===== src/rtl/load_unit.sv =====
//============================================================================
// Module   : load_unit
// Brief    : Single-outstanding load unit. Takes a load from execute, checks
//            alignment, fetches the enclosing dword from memory, extracts and
//            extends the addressed bytes, then holds the result for
//            writeback. Misaligned loads and bus errors return wb_err=1.
// Revision : 1.0 - initial release
//============================================================================
`timescale 1ns/1ps
`default_nettype none

module load_unit #(
    parameter int ADDR_W = 64,
    parameter int DATA_W = 64
) (
    input  logic              clk,
    input  logic              rst_n,
    // request from execute
    input  logic              req_valid,
    output logic              req_ready,
    input  logic [ADDR_W-1:0] req_addr,
    input  logic [1:0]        req_size,
    input  logic              req_signed,
    input  logic [4:0]        req_rd,
    input  logic              flush,
    // memory read channel
    output logic              mem_arvalid,
    input  logic              mem_arready,
    output logic [ADDR_W-1:0] mem_araddr,
    input  logic              mem_rvalid,
    output logic              mem_rready,
    input  logic [DATA_W-1:0] mem_rdata,
    input  logic [1:0]        mem_rresp,
    // writeback
    output logic              wb_valid,
    input  logic              wb_ready,
    output logic [4:0]        wb_rd,
    output logic [DATA_W-1:0] wb_data,
    output logic              wb_err
);

    typedef enum logic [1:0] {
        IDLE = 2'd0,
        ADDR = 2'd1,
        DATA = 2'd2,
        RESP = 2'd3
    } state_t;

    state_t              state_q, state_d;
    logic [ADDR_W-1:0]   addr_q, addr_d;
    logic [1:0]          size_q, size_d;
    logic                signed_q, signed_d;
    logic [4:0]          rd_q, rd_d;
    logic                kill_q, kill_d;
    logic [DATA_W-1:0]   wb_data_q, wb_data_d;
    logic                wb_err_q, wb_err_d;

    logic                misaligned;
    logic [DATA_W-1:0]   rdata_shifted;
    logic [DATA_W-1:0]   load_ext;

    // Alignment check on the incoming request (byte loads are always aligned)
    always_comb begin
        misaligned = 1'b0;
        case (req_size)
            2'd0:    misaligned = 1'b0;
            2'd1:    misaligned = req_addr[0];
            2'd2:    misaligned = |req_addr[1:0];
            default: misaligned = |req_addr[2:0];
        endcase
    end

    // Move the addressed byte lane down to bit 0, then extend per size/sign
    assign rdata_shifted = mem_rdata >> {addr_q[2:0], 3'b000};

    always_comb begin
        load_ext = '0;
        case (size_q)
            2'd0:    load_ext = {{56{signed_q & rdata_shifted[7]}},  rdata_shifted[7:0]};
            2'd1:    load_ext = {{48{signed_q & rdata_shifted[15]}}, rdata_shifted[15:0]};
            2'd2:    load_ext = {{32{signed_q & rdata_shifted[31]}}, rdata_shifted[31:0]};
            default: load_ext = rdata_shifted;
        endcase
    end

    // Next-state, captured request fields and handshake outputs
    always_comb begin
        state_d     = state_q;
        addr_d      = addr_q;
        size_d      = size_q;
        signed_d    = signed_q;
        rd_d        = rd_q;
        kill_d      = kill_q;
        wb_data_d   = wb_data_q;
        wb_err_d    = wb_err_q;
        req_ready   = 1'b0;
        mem_arvalid = 1'b0;
        mem_rready  = 1'b0;
        wb_valid    = 1'b0;

        case (state_q)
            IDLE: begin
                req_ready = ~flush;
                kill_d    = 1'b0;
                if (req_valid && !flush) begin
                    addr_d    = req_addr;
                    size_d    = req_size;
                    signed_d  = req_signed;
                    rd_d      = req_rd;
                    wb_data_d = '0;
                    wb_err_d  = misaligned;
                    // misaligned loads never touch memory
                    state_d   = misaligned ? RESP : ADDR;
                end
            end
            ADDR: begin
                // arvalid is never withdrawn once raised, even when flushed
                mem_arvalid = 1'b1;
                if (flush) begin
                    kill_d = 1'b1;
                end
                if (mem_arready) begin
                    state_d = DATA;
                end
            end
            DATA: begin
                mem_rready = 1'b1;
                if (flush) begin
                    kill_d = 1'b1;
                end
                if (mem_rvalid) begin
                    if (kill_q || flush) begin
                        // killed load: consume the beat and drop it
                        state_d = IDLE;
                        kill_d  = 1'b0;
                    end else begin
                        state_d = RESP;
                        if (mem_rresp != 2'd0) begin
                            wb_err_d  = 1'b1;
                            wb_data_d = '0;
                        end else begin
                            wb_err_d  = 1'b0;
                            wb_data_d = load_ext;
                        end
                    end
                end
            end
            RESP: begin
                wb_valid = 1'b1;
                // a flush alongside wb_ready still counts as consumed
                if (wb_ready || flush) begin
                    state_d = IDLE;
                    kill_d  = 1'b0;
                end
            end
            default: begin
                state_d = IDLE;
                kill_d  = 1'b0;
            end
        endcase
    end

    // State and datapath registers, cleared asynchronously by rst_n
    always_ff @(posedge clk or negedge rst_n) begin
        if (!rst_n) begin
            state_q   <= IDLE;
            addr_q    <= '0;
            size_q    <= 2'd0;
            signed_q  <= 1'b0;
            rd_q      <= 5'd0;
            kill_q    <= 1'b0;
            wb_data_q <= '0;
            wb_err_q  <= 1'b0;
        end else begin
            state_q   <= state_d;
            addr_q    <= addr_d;
            size_q    <= size_d;
            signed_q  <= signed_d;
            rd_q      <= rd_d;
            kill_q    <= kill_d;
            wb_data_q <= wb_data_d;
            wb_err_q  <= wb_err_d;
        end
    end

    assign mem_araddr = {addr_q[ADDR_W-1:3], 3'b000};
    assign wb_rd      = rd_q;
    assign wb_data    = wb_data_q;
    assign wb_err     = wb_err_q;

endmodule

`default_nettype wire


===== config.mk =====
export PLATFORM = sky130hd
export DESIGN_NAME = load_unit
export DESIGN_NICKNAME = d
export VERILOG_FILES = /design/src/rtl/load_unit.sv
export SDC_FILE = /design/constraint.sdc
export NUM_CORES = 1
export LEC_CHECK = 0
export ABC_AREA = 1
export BUFFER_PORTS_ARGS = -buffer_cell sky130_fd_sc_hd__buf_4
export CAP_MARGIN = 10
export CORE_ASPECT_RATIO = 0.9
export CORE_MARGIN = 3
export CORE_UTILIZATION = 50
export CTS_BUF_LIST = sky130_fd_sc_hd__clkbuf_4 sky130_fd_sc_hd__clkbuf_8
export CTS_CLUSTER_DIAMETER = 30
export DETAILED_ROUTE_END_ITERATION = 8
export PLACE_DENSITY = 0.79
export SYNTH_ARGS = -nofsm -noshare
export SYNTH_HDL_FRONTEND = slang
export SYNTH_SLANG_ARGS = --single-unit
export TNS_END_PERCENT = 30

===== constraint.sdc =====
create_clock -name clk -period 4.2 [get_ports clk]
set_clock_uncertainty 0.05 [all_clocks]
set_input_delay 0.63 -clock clk [delete_from_list [all_inputs] [get_ports clk]]
set_output_delay 0.63 -clock clk [all_outputs]
set_load 0.01 [all_outputs]

# Word-level counts from Yosys, hierarchy flattened
# Cells that the tools add are included.
# totals
regBits	140
input_bits	145
output_inout_bits	138
word_cells	67
# classes
eq_ne	12
shift	1
n_mux	28
n_bitwise	4
n_reduce_logical	14
# op_table
cell	count
2-to-1 mux 64 bit	4
one-hot mux 64 bit (3 select lines)	1
one-hot mux 64 bit (2 select lines)	1
right shift 64 x 6 -> 64 bit	1
2-to-1 mux 1 bit	12
2-to-1 mux 2 bit	6
!= test 2 bit (second input constant)	5
== test 2 bit (second input constant)	4
one-hot mux 2 bit (4 select lines)	1
AND reduction 4 bit	2
== test 2 x 1 -> 1 bit (second input constant)	3
zero test 2 bit	3
one-hot mux 1 bit (4 select lines)	1
nonzero test 2 bit	2
bitwise AND 1 bit	3
one-hot mux 1 bit (3 select lines)	1
OR reduction 3 bit	1
logical OR 1 bit	2
one-hot mux 1 bit (2 select lines)	1
AND reduction 2 bit	1
OR reduction 2 bit	1
logical AND 1 bit	1
zero test 1 bit	1
inverter 1 bit	1

# Longest topological paths before layout
# Gate-level depths: netlist (run 1).
# depth
depth_word	7
mapped_depth	13
depth_no_buf	11

# Least setup slack after synthesis (run 1)
# Ideal clock, no wire load.
# synth_timing
path_type	reg-to-reg
from	register state_q[0]
to	register addr_q[10]
t_arrival_ns	1.659
t_required_ns	4.025
setup_slack_ns	2.366
stages_incl_launch_ff	9
cell_sequence	dfrtp_1 > inv_1 > ha_1 > inv_1 > nor2_2 > nand2_1 > buf_2 > buf_2 > mux2_2
# synth_via
elab_chain_cells	2
# synth_rtl
element	line_no	rtl
start: declaration	49	state_t state_q, state_d;
start signal: assignment	175	state_q <= state_d;
zero test 2 bit	101	case (state_q)
AND reduction 2 bit (no line)	--	
end signal: assignment	176	addr_q <= addr_d;
end: declaration	50	logic [ADDR_W-1:0] addr_q, addr_d;
# Every way passes these cells.
# A chain may end at the register's enable or synchronous reset.

# Worst setup path after layout (run 1)
# layout_timing
from	register state_q[0]
to	register wb_data_q[55], in the netlist wb_data[55]
# layout_via
elab_chain_cells	3
elab_cells_between_ends	8
# layout_rtl
element	line_no	rtl
== test 2 bit or zero test 2 bit (tied branches)	101	
!= test 2 bit (no line) or nonzero test 2 bit (tied branches)	--	
AND reduction 4 bit (no line)	--	
end signal: assignment	181	wb_data_q <= wb_data_d;
end: declaration	55	logic [DATA_W-1:0] wb_data_q, wb_data_d;
# Several ways; a longest one is shown, not always the timed one.

==> flow_metrics.tcl, run 1 <==
set metrics [dict create \
    status "completed" \
    synth.top_cell.area_share_pct 41.6 \
    power_density_nw_per_um2 727 \
    synthArstFlopShare_pct 100 \
    cts_root_buffer "clkbuf_8" \
    clockPowerShare_pct 16.3 \
    avgSynthCellArea_um2 8.06 \
    dr.pass1.iters 6 \
    cp.depth 10 \
    synthTopCellsByCount "nand2_1 (348), dfrtp_1 (140), nand3_1 (106)" \
    cap_violations 0 \
    r2r_start "state_q[0]$_DFFE_PN0P_" \
    r2r-end "wb_data[55]$_DFFE_PN0P_" \
    stdcell_count 1436 \
    hold_buffers 0 \
    drt-initial-drc-count 791 \
    cts_buffer_depth 2 \
    clk_pin_slew_ns 0.09 \
    synth_cells 1045 \
    h-tree-depth 4 \
    drcViolationCount 0 \
    cp_max_fo 33 \
    ys_ff_latch 140 \
    wl_mm 24.4 \
    period_needed_ns 2.67 \
    power_w 0.00754 \
    hold_ws_ns 0.198 \
    fp.dieArea_um2 18400 \
    critPathKind "reg2reg" \
    grt_usage_pct 25.9 \
    p_sw_w 0.00332 \
    cp-endpoint "wb_data[55]$_DFFE_PN0P_" \
    die_w_um 143 \
    endpoint_kind "flip-flop" \
    p_int_w 0.00421 \
    synth-edff-count 0 \
    via_per_inst 5.36 \
    cp_cell_sequence "inv_1 > ha_1 > inv_1 > or2_2 > nand3_2 > nor2_4 > inv_2 > a21oi_1 > o21ai_1 > nand2_1" \
    hold_path_class "in2async" \
    cts_tree "yes" \
    core_um2 16300 \
    synth_top_area_cell "dfrtp_1" \
    cts-resized-gates 0 \
    required_ns 4.54 \
    p_sw_share_pct 44.1 \
    place_inst 1404 \
    setup_viol 0 \
    ys.flop_type "dfrtp_1" \
    wl_per_cell_um 17.0 \
    rows 44 \
    n_antenna_cell 0 \
    hpwlAfterDp_mm 17.8 \
    num-nets-final 1365 \
    area_growth_syn_to_layout_pct 23.2 \
    numCtsBuffers 17 \
    gr-total-overflow 0 \
    grt_pass1_wl_mm 37.6 \
    setup_tns_ns 0 \
    cpMostUsedCell "inv_1" \
    power.leakage_nw 5.59 \
    path_buf_inv 3 \
    synthTopCellsByArea "dfrtp_1 (42%), nand2_1 (16%), mux2_2 (8.8%), buf_4 (6.8%), nand3_1 (6.3%)" \
    seq_power_share_pct 29.1 \
    port_buffers 279 \
    synth_most_common_cell "nand2_1" \
    ys_seq_area_share_pct 41.6 \
    antenna_left 0 \
    antenna_found_initial 0 \
    crit_arrival_ns 3.01 \
    ir_drop_mv 0.486 \
    ys_types 37 \
    hold_violations 0 \
    rrSetupSlack_ns 1.53 \
    worstSetupStartpoint "state_q[0]$_DFFE_PN0P_" \
    cp-start-kind "flip-flop" \
    num_vias 7704 \
    crit_family "simple AND/OR/NAND/NOR gates" \
    combPwrFrac_pct 54.6 \
    utilization_pct 63.7 \
    max_stage_delay_ns 0.60 \
    post_cts.repair.setup_buffers 0 \
    clock-sinks 140 \
    fp.dieH_um 129 \
    ys_warn_count 0 \
    worstMarginPinSlew_ns 0.961 \
    routabilityCongestion 0.940 \
    grt_pass1_vias 7253 \
    worstRegToRegCells 10 \
    drv_slew 0 \
    synth_area_um2 8420 \
    finalCritPeriodShare_pct 63.5 \
    clk_latency_ns 0.44 \
    max_freq_mhz 375 \
    rsz0062_at_grt "false" \
    drive_gt1_share_pct 34.3 \
    grt_max_degree 92 \
    cp_slowest_cell "nor2_4" \
    io_pins 283 \
    relSlewSlack_pct 35.9 \
    start_util_pct 51.7 \
]
-- sequential cells by signal, summed over array words and instances (netlist names) --
name      cells
addr_q       64
wb_data      64
wb_rd         5
size_q        2
state_q       2
kill_q        1
signed_q      1
wb_err        1
-- power groups by stage --
stage / sequential [W] / clock (W) / combinational, W
global route: 0.00225 / 0.00132 / 0.00452
detailed placement: 0.00221 / 0 / 0.00408
global placement: 0.00219 / 0 / 0.00404
finish: 0.00219 / 0.00123 / 0.00411
floorplan: 0.00220 / 0 / 0.00311
CTS: 0.00219 / 0.00125 / 0.00409
-- worst min path at each step --
stage,slack [ns],start,to,depth (start not counted)
after floorplan,0.28,rst_n,addr_q[0]$_DFFE_PN0P_,0
after global placement,0.42,wb_data[28]$_DFFE_PN0P_,wb_data[28]$_DFFE_PN0P_,2
after detailed placement,0.42,wb_data[11]$_DFFE_PN0P_,wb_data[11]$_DFFE_PN0P_,2
after CTS,0.23,rst_n,addr_q[21]$_DFFE_PN0P_,1
after global routing,0.24,rst_n,addr_q[21]$_DFFE_PN0P_,1
final,0.20,rst_n,addr_q[21]$_DFFE_PN0P_,1
-- layout make-up --
type                       count  area (um2)
multi-input combinational    733        3840
inverter                      35         134
clock inverter                12         184
sequential                   140        3500
tap                          207         259
timing repair buffer         289        2170
clock buffer                  20         275
fill                        1443        5920
-- metal layers --
| metal | vias up | track usage [%] | share of wire (%) |
|---|---|---|---|
| li1 | 3711 | - | - |
| met1 | 3595 | 34.3 | 42 |
| met5 | - | 0 | 0 |
| met4 | 0 | 8.27 | 2.9 |
| met2 | 344 | 40.7 | 47 |
| met3 | 54 | 8.52 | 8.5 |
-- logic make-up (layout without fill, tap and decap cells) --
kind of cell / after synthesis / after routing / synth area share, %
AO/OA/AOI/OAI: 153 / 153 / 10.1
other: 1 / 3 / 0.0445
AND/OR/NAND/NOR: 507 / 507 / 25.9
multiplexers: 66 / 66 / 8.82
flip-flops: 140 / 140 / 41.6
adder cells (fa/ha/maj): 4 / 4 / 0.594
buffers and inverters: 174 / 356 / 13.0
-- stage by stage --
step	setup slack, ns	cell area (um2)
floorplan	2.37	8430
global placement	1.52	9910
detailed placement	1.40	9910
CTS	1.52	10400
global route	1.19	10400
finish	1.53	10400
-- cells in the final DEF (no fill, tap or decap), types with 2 or more instances in the layout --
cell          n
nand2_1     347
buf_4       288
dfrtp_1     139
nand3_1     106
mux2_2       66
a21oi_1      50
o21ai_1      43
o21ai_0      38
inv_1        32
clkbuf_8     20
nor2_1       19
nand2_2      10
nand3_2       8
o211ai_1      8
a22o_1        8
nand4_1       5
nand2_4       4
ha_1          4
bufinv_16     4
o211ai_2      3
conb_1        3
clkinv_4      3
nor2_2        2
inv_2         2
clkinvlp_4    2
inv_6         2
Note: power is estimated with default switching activity, not from simulation.
==> inputs of run 2 (changes only) <==
--- a/config.mk
+++ b/config.mk
@@ -5,12 +5,12 @@
 export SDC_FILE = /design/constraint.sdc
 export NUM_CORES = 1
 export LEC_CHECK = 0
-export ABC_AREA = 1
+export ABC_AREA = 0
 export BUFFER_PORTS_ARGS = -buffer_cell sky130_fd_sc_hd__buf_4
 export CAP_MARGIN = 10
 export CORE_ASPECT_RATIO = 0.9
 export CORE_MARGIN = 3
-export CORE_UTILIZATION = 50
+export CORE_UTILIZATION = 47
 export CTS_BUF_LIST = sky130_fd_sc_hd__clkbuf_4 sky130_fd_sc_hd__clkbuf_8
 export CTS_CLUSTER_DIAMETER = 30
 export DETAILED_ROUTE_END_ITERATION = 8
==> constraint.sdc (replaced) <==
create_clock -name clk -period 2.3 [get_ports clk]
set_clock_uncertainty 0.05 [all_clocks]
set_input_delay 0.345 -clock clk [delete_from_list [all_inputs] [get_ports clk]]
set_output_delay 0.345 -clock clk [all_outputs]
set_load 0.01 [all_outputs]
==> flow_metrics.tcl, run 2 <==
set metrics [dict create \
    min-delay-start "req_addr[51]" \
    rsz0062_at_grt "true" \
    rrSetupSlack_ns 0.09 \
    r2r_start "state_q[0]$_DFFE_PN0P_" \
    synth-edff-count 0 \
    drive_gt1_share_pct 49.2 \
    grt_max_degree 57 \
    synth-compound-area-share_pct 15.1 \
    hold_path_class "in2reg" \
    core_um2 16400 \
    port_buffers 279 \
    clockPowerShare_pct 16.3 \
    grt_pass1_wl_mm 35.6 \
    clock-sinks 140 \
    power_w 0.0129 \
    synth-simple-area-share_pct 8.66 \
    hpwlAfterDp_mm 18.1 \
    final_common_cell "buf_4" \
    antenna_left 0 \
    setup_viol 0 \
    antenna_found_initial 0 \
    io_pins 283 \
    worstRegToRegCells 7 \
    cts_buffer_depth 2 \
    setup_ws_ns 0.0860 \
    ys_types 59 \
    routabilityCongestion 0.937 \
    p_sw_share_pct 39.6 \
    cts_root_buffer "clkbuf_8" \
    synth_adder_area_share_pct 0.629 \
    synth_most_common_cell "dfrtp_1" \
    status "completed" \
    clk_latency_ns 0.45 \
    fp.dieArea_um2 18500 \
    p_int_w 0.00777 \
    num-nets-final 1118 \
    fillers 1342 \
    ys_seq_area_share_pct 44.0 \
    cts_tree "yes" \
    area_growth_syn_to_layout_pct 31.4 \
    seq_power_share_pct 30.1 \
    grt_usage_pct 24.9 \
    via_per_inst 5.62 \
    synth_area_um2 7960 \
    gr-total-overflow 0 \
    synthTopCellsByCount "dfrtp_1 (140), nand2_1 (109), mux2_2 (81)" \
    grt_pass1_vias 6580 \
    p_sw_w 0.00509 \
    worstMarginPinSlew_ns 0.568 \
    numCtsBuffers 17 \
    relSlewSlack_pct 62.2 \
    period_needed_ns 2.21 \
    synth_xor_area_share_pct 0 \
    cp-start-kind "flip-flop" \
    ys.flop_type "dfrtp_1" \
    synthArstFlopShare_pct 100 \
    layout_common_cells "buf_4 (309), dfrtp_1 (139), nand2_1 (108)" \
    combPwrFrac_pct 53.6 \
    worstHoldPathCells 2 \
    avgSynthCellArea_um2 10.7 \
    start_util_pct 48.7 \
    synthTopCellsByArea "dfrtp_1 (44%), mux2_2 (11%), buf_4 (6.3%), mux2i_1 (5.5%), nand2_1 (5.1%)" \
    ir_drop_mv 0.820 \
    required_ns 2.62 \
    critPathKind "reg2reg" \
    rows 44 \
    h-tree-depth 4 \
    power.leakage_nw 5.02 \
    power_density_nw_per_um2 1230 \
    cap_violations 0 \
    n_antenna_cell 0 \
    cp_max_fo 9 \
    synth_top_family_by_area "multiplexers" \
    whs_endpoint "addr_q[51]$_DFFE_PN0P_" \
    fp.dieH_um 129 \
    max_freq_mhz 452 \
    synth_top_area_cell "dfrtp_1" \
    drcViolationCount 0 \
    wl_per_cell_um 19.9 \
    crit_arrival_ns 2.53 \
    ys_ff_latch 140 \
    endpoint_kind "flip-flop" \
    ys_warn_count 0 \
    r2r-end "wb_data[57]$_DFFE_PN0P_" \
    finalCritPeriodShare_pct 96.3 \
    post-place-ws_ns -0.0286 \
    wl_mm 23.7 \
    hold_violations 0 \
    dr.pass1.iters 5 \
    synthMuxAreaShare_pct 21.7 \
    num_vias 6685 \
    die_w_um 143 \
    drv_slew 0 \
    clk_pin_slew_ns 0.09 \
    drt-initial-drc-count 549 \
    synth_cells 743 \
    synth.top_cell.area_share_pct 44.0 \
]
[run 2: changes by cell type in the layout (fill, tap and decap cells not counted), moves of 10 or more]
cell,change
buf_4,+21
nand3_1,-105
mux2i_1,+44
mux2_2,+15
a21oi_1,-23
nand2_1,-239
inv_1,-26
o21ai_1,-14
o21ai_0,+11
mux4_2,+15
o22ai_1,+10
nand2_2,-10
[run 2: critical path, cell delays in order, from the launching register on]
cell and delay, ns:
dfrtp_1 0.41, inv_1 0.11, ha_1 0.24, nand3b_1 0.10
a221o_2 0.42, or2_4 0.34, buf_4 0.20, o31ai_2 0.24
[run 2: what timing repair did]
action / 4_1_cts / 5_1_grt
pin swaps: 0 / 1
gates cloned: 0 / 1
buffers inserted: 0 / 1
endpoints found under the hold margin: 33 / 0
endpoints found under the setup margin: 8 / 48
hold buffers: 1 / 0
resized for setup: 2 / 7
[run 2: worst max-delay path by stage]
stage / startpoint / endpoint / slack, ns / cells past startpoint
final: state_q[0]$_DFFE_PN0P_ / wb_data[57]$_DFFE_PN0P_ / 0.09 / 7
after global routing: addr_q[1]$_DFFE_PN0P_ / wb_data[39]$_DFFE_PN0P_ / -0.05 / 7
after CTS: addr_q[0]$_DFFE_PN0P_ / wb_data[8]$_DFFE_PN0P_ / 0.01 / 7
after detailed placement: state_q[0]$_DFFE_PN0P_ / wb_data[57]$_DFFE_PN0P_ / -0.03 / 7
after global placement: addr_q[0]$_DFFE_PN0P_ / wb_data[10]$_DFFE_PN0P_ / 0.05 / 7
after floorplan: state_q[0]$_DFFE_PN0P_ / wb_data[7]$_DFFE_PN0P_ / 0.20 / 7
[run 2: cell families (layout without fill, tap and decap cells)]
logic type,Yosys count,count (layout)
flip-flops,140,140
adder cells (fa/ha/maj),4,4
AND/OR/NAND/NOR,157,157
buffers and inverters,123,360
multiplexers,143,143
other,1,3
AO/OA/AOI/OAI,175,175
[run 2: power by group through the flow]
stage	registers [W]	logic, W	clock network, W
final	0.00387	0.00690	0.00209
after global placement	0.00385	0.00664	0
after detailed placement	0.00390	0.00674	0
after global routing	0.00398	0.00741	0.00223
after floorplan	0.00382	0.00487	0
after CTS	0.00386	0.00677	0.00213
[run 2: per-stage QoR]
step	TNS [ns]	util, %	hold slack, ns	cell area (um2)	instances
finish	0	64.0	0.0623	10500	1189
global route	-0.646	64.0	0.0360	10500	1189
CTS	0	63.6	0.0324	10400	1187
detailed placement	-0.0840	60.9	0.211	9950	1154
global placement	0	60.9	0.207	9950	1154
floorplan	0	-	-0.000591	7970	745
[run 2: layer usage]
metal	vias to the layer above	wire length [um]	global-route usage [%]
met5	-	0	0
met4	0	731	10.3
met3	44	2180	6.75
met2	369	11100	40.1
met1	3235	9720	32.0
li1	3037	-	-
[run 2: cell type report]
class | count | area, um2 | share of cell area, %
multi-input cells | 482 | 3710 | 35.4
flip-flops and latches | 140 | 3510 | 33.5
repair buffers | 322 | 2550 | 24.4
clock buffers | 19 | 262 | 2.50
well taps | 207 | 259 | 2.48
clock inverters | 13 | 155 | 1.48
inverters | 6 | 22.5 | 0.215
==> inputs of run 3 (changes only) <==
--- a/config.mk
+++ b/config.mk
@@ -14,7 +14,8 @@
 export CTS_BUF_LIST = sky130_fd_sc_hd__clkbuf_4 sky130_fd_sc_hd__clkbuf_8
 export CTS_CLUSTER_DIAMETER = 30
 export DETAILED_ROUTE_END_ITERATION = 8
-export PLACE_DENSITY = 0.79
+export PLACE_DENSITY = 0.88
+export REMOVE_ABC_BUFFERS = 1
 export SYNTH_ARGS = -nofsm -noshare
 export SYNTH_HDL_FRONTEND = slang
 export SYNTH_SLANG_ARGS = --single-unit
==> constraint.sdc (replaced) <==
create_clock -name clk -period 1.8 [get_ports clk]
set_clock_uncertainty 0.05 [all_clocks]
set_input_delay 0.27 -clock clk [delete_from_list [all_inputs] [get_ports clk]]
set_output_delay 0.27 -clock clk [all_outputs]
set_load 0.01 [all_outputs]
==> flow_metrics.tcl, run 3 (synthesis gave the netlist of run 2 again) <==
set metrics [dict create \
    status "finished with violations" \
    violations "setup timing" \
    port_buffers 279 \
    fp.dieArea_um2 18500 \
    relSlewSlack_pct 66.9 \
    power.leakage_nw 5.74 \
    endpoint_kind "flip-flop" \
    hold_violations 0 \
    cp-start-kind "flip-flop" \
    gr-total-overflow 0 \
    grt_max_degree 45 \
    clk_pin_slew_ns 0.09 \
    die_w_um 143 \
    drcViolationCount 0 \
    utilization_pct 73.6 \
    worstMarginPinSlew_ns 0.493 \
    hold_ws_ns 0.0214 \
    postLayoutCellArea_um2 12000 \
    worstSetupStartpoint "addr_q[0]$_DFFE_PN0P_" \
    r2r_start "addr_q[0]$_DFFE_PN0P_" \
    clock-sinks 140 \
    hpwlAfterDp_mm 19.0 \
    hold_path_class "in2reg" \
    ir_drop_mv 0.998 \
    drv_slew 0 \
    grt_usage_pct 28.9 \
    critPathKind "reg2reg" \
    layout_common_cells "buf_4 (353), dfrtp_1 (136), nand2_1 (106)" \
    required_ns 2.12 \
    io_pins 283 \
    cts_root_buffer "clkbuf_8" \
    max_freq_mhz 471 \
    cp_max_fo 18 \
    drt-initial-drc-count 693 \
    fp.dieH_um 129 \
    fillers 1072 \
    core_um2 16400 \
    final_common_cell "buf_4" \
    cts_buffer_depth 2 \
    rsz0062_at_grt "true" \
    area_growth_syn_to_layout_pct 51.2 \
    r2r-end "wb_data[59]$_DFFE_PN0P_" \
    power_density_nw_per_um2 1570 \
    wl_mm 28.1 \
    num-nets-final 1248 \
    setup_tns_ns -15.10 \
    rows 44 \
    period_needed_ns 2.12 \
    crit_arrival_ns 2.44 \
    num_vias 7454 \
    cts_tree "yes" \
    numCtsBuffers 17 \
    clk_latency_ns 0.46 \
    start_util_pct 48.7 \
    placed_cell_area_um2 10400 \
    cp-endpoint "wb_data[59]$_DFFE_PN0P_" \
    rrSetupSlack_ns -0.32 \
    dr.pass1.iters 6 \
    setup_viol 86 \
    finalCritPeriodShare_pct 118 \
    grt_pass1_vias 7507 \
    antenna_found_initial 1 \
    via_per_inst 5.65 \
    h-tree-depth 4 \
    antenna_left 0 \
    worstRegToRegCells 7 \
    setup_ws_ns -0.321 \
    drive_gt1_share_pct 52.5 \
    grt_pass1_wl_mm 41.2 \
    routabilityCongestion 0.935 \
    cap_violations 0 \
    wl_per_cell_um 21.3 \
]
[run 3: through the flow]
step / instances / power, W / setup slack (ns)
floorplan: 628 / 0.00976 / -2.42
global placement: 1197 / 0.0142 / -0.272
detailed placement: 1197 / 0.0145 / -0.394
CTS: 1306 / 0.0183 / -0.252
global route: 1319 / 0.0198 / -0.366
finish: 1319 / 0.0190 / -0.321
[run 3: area by class of cell]
class                   instances  area [um2]  share of cell area [%]
flip-flops and latches        140        3510                    29.2
multi-input cells             482        3920                    32.6
repair buffers                452        3880                    32.2
inverters                       6        22.5                   0.187
diodes                          1        2.50                  0.0208
clock buffers                  17         234                    1.94
well taps                     207         259                    2.15
clock inverters                14         208                    1.73
[run 3: critical path: stages, from the launching register on]
cell     delay [ns]
dfrtp_4        0.52
buf_6          0.15
mux2_2         0.27
o22ai_4        0.09
nor4_4         0.46
nor3_4         0.10
buf_12         0.18
o31ai_2        0.22
[run 3: per-layer routing]
layer	track usage [%]	up-vias	wire length (um)	part of all wire, %
li1	-	3295	-	-
met1	36.1	3627	10300	37
met2	47.1	426	14200	51
met3	7.53	106	2340	8.3
met4	13.5	0	1160	4.1
met5	0	-	0	0
[run 3: report_power, final]
| group | leakage (nW) | switching [W] | internal, W |
|---|---|---|---|
| combinational | 3.72 | 0.00532 | 0.00570 |
| clock | 0.221 | 0.00138 | 0.00154 |
| sequential | 1.80 | 0.000763 | 0.00425 |
| total | 5.74 | 0.00746 | 0.0115 |
[run 3: how the worst min path moves through the flow]
stage                     depth (start not counted)                      to  slack, ns          from
after global routing                              2  addr_q[30]$_DFFE_PN0P_      0.002  req_addr[30]
after detailed placement                          1  addr_q[28]$_DFFE_PN0P_       0.15         rst_n
after floorplan                                   0   addr_q[0]$_DFFE_PN0P_      -0.08         rst_n
after global placement                            1  addr_q[44]$_DFFE_PN0P_       0.15         rst_n
final                                             2   addr_q[0]$_DFFE_PN0P_       0.02   req_addr[0]
after CTS                                         2   addr_q[0]$_DFFE_PN0P_     0.0008   req_addr[0]
[run 3: repair_timing]
action / 4_1_cts / 5_1_grt
gates resized for setup: 50 / 28
hold buffers: 62 / 4
cloned: 2 / 0
pin swaps: 17 / 5
setup endpoints to repair: 137 / 128
hold endpoints to repair: 105 / 4
setup buffers: 15 / 8
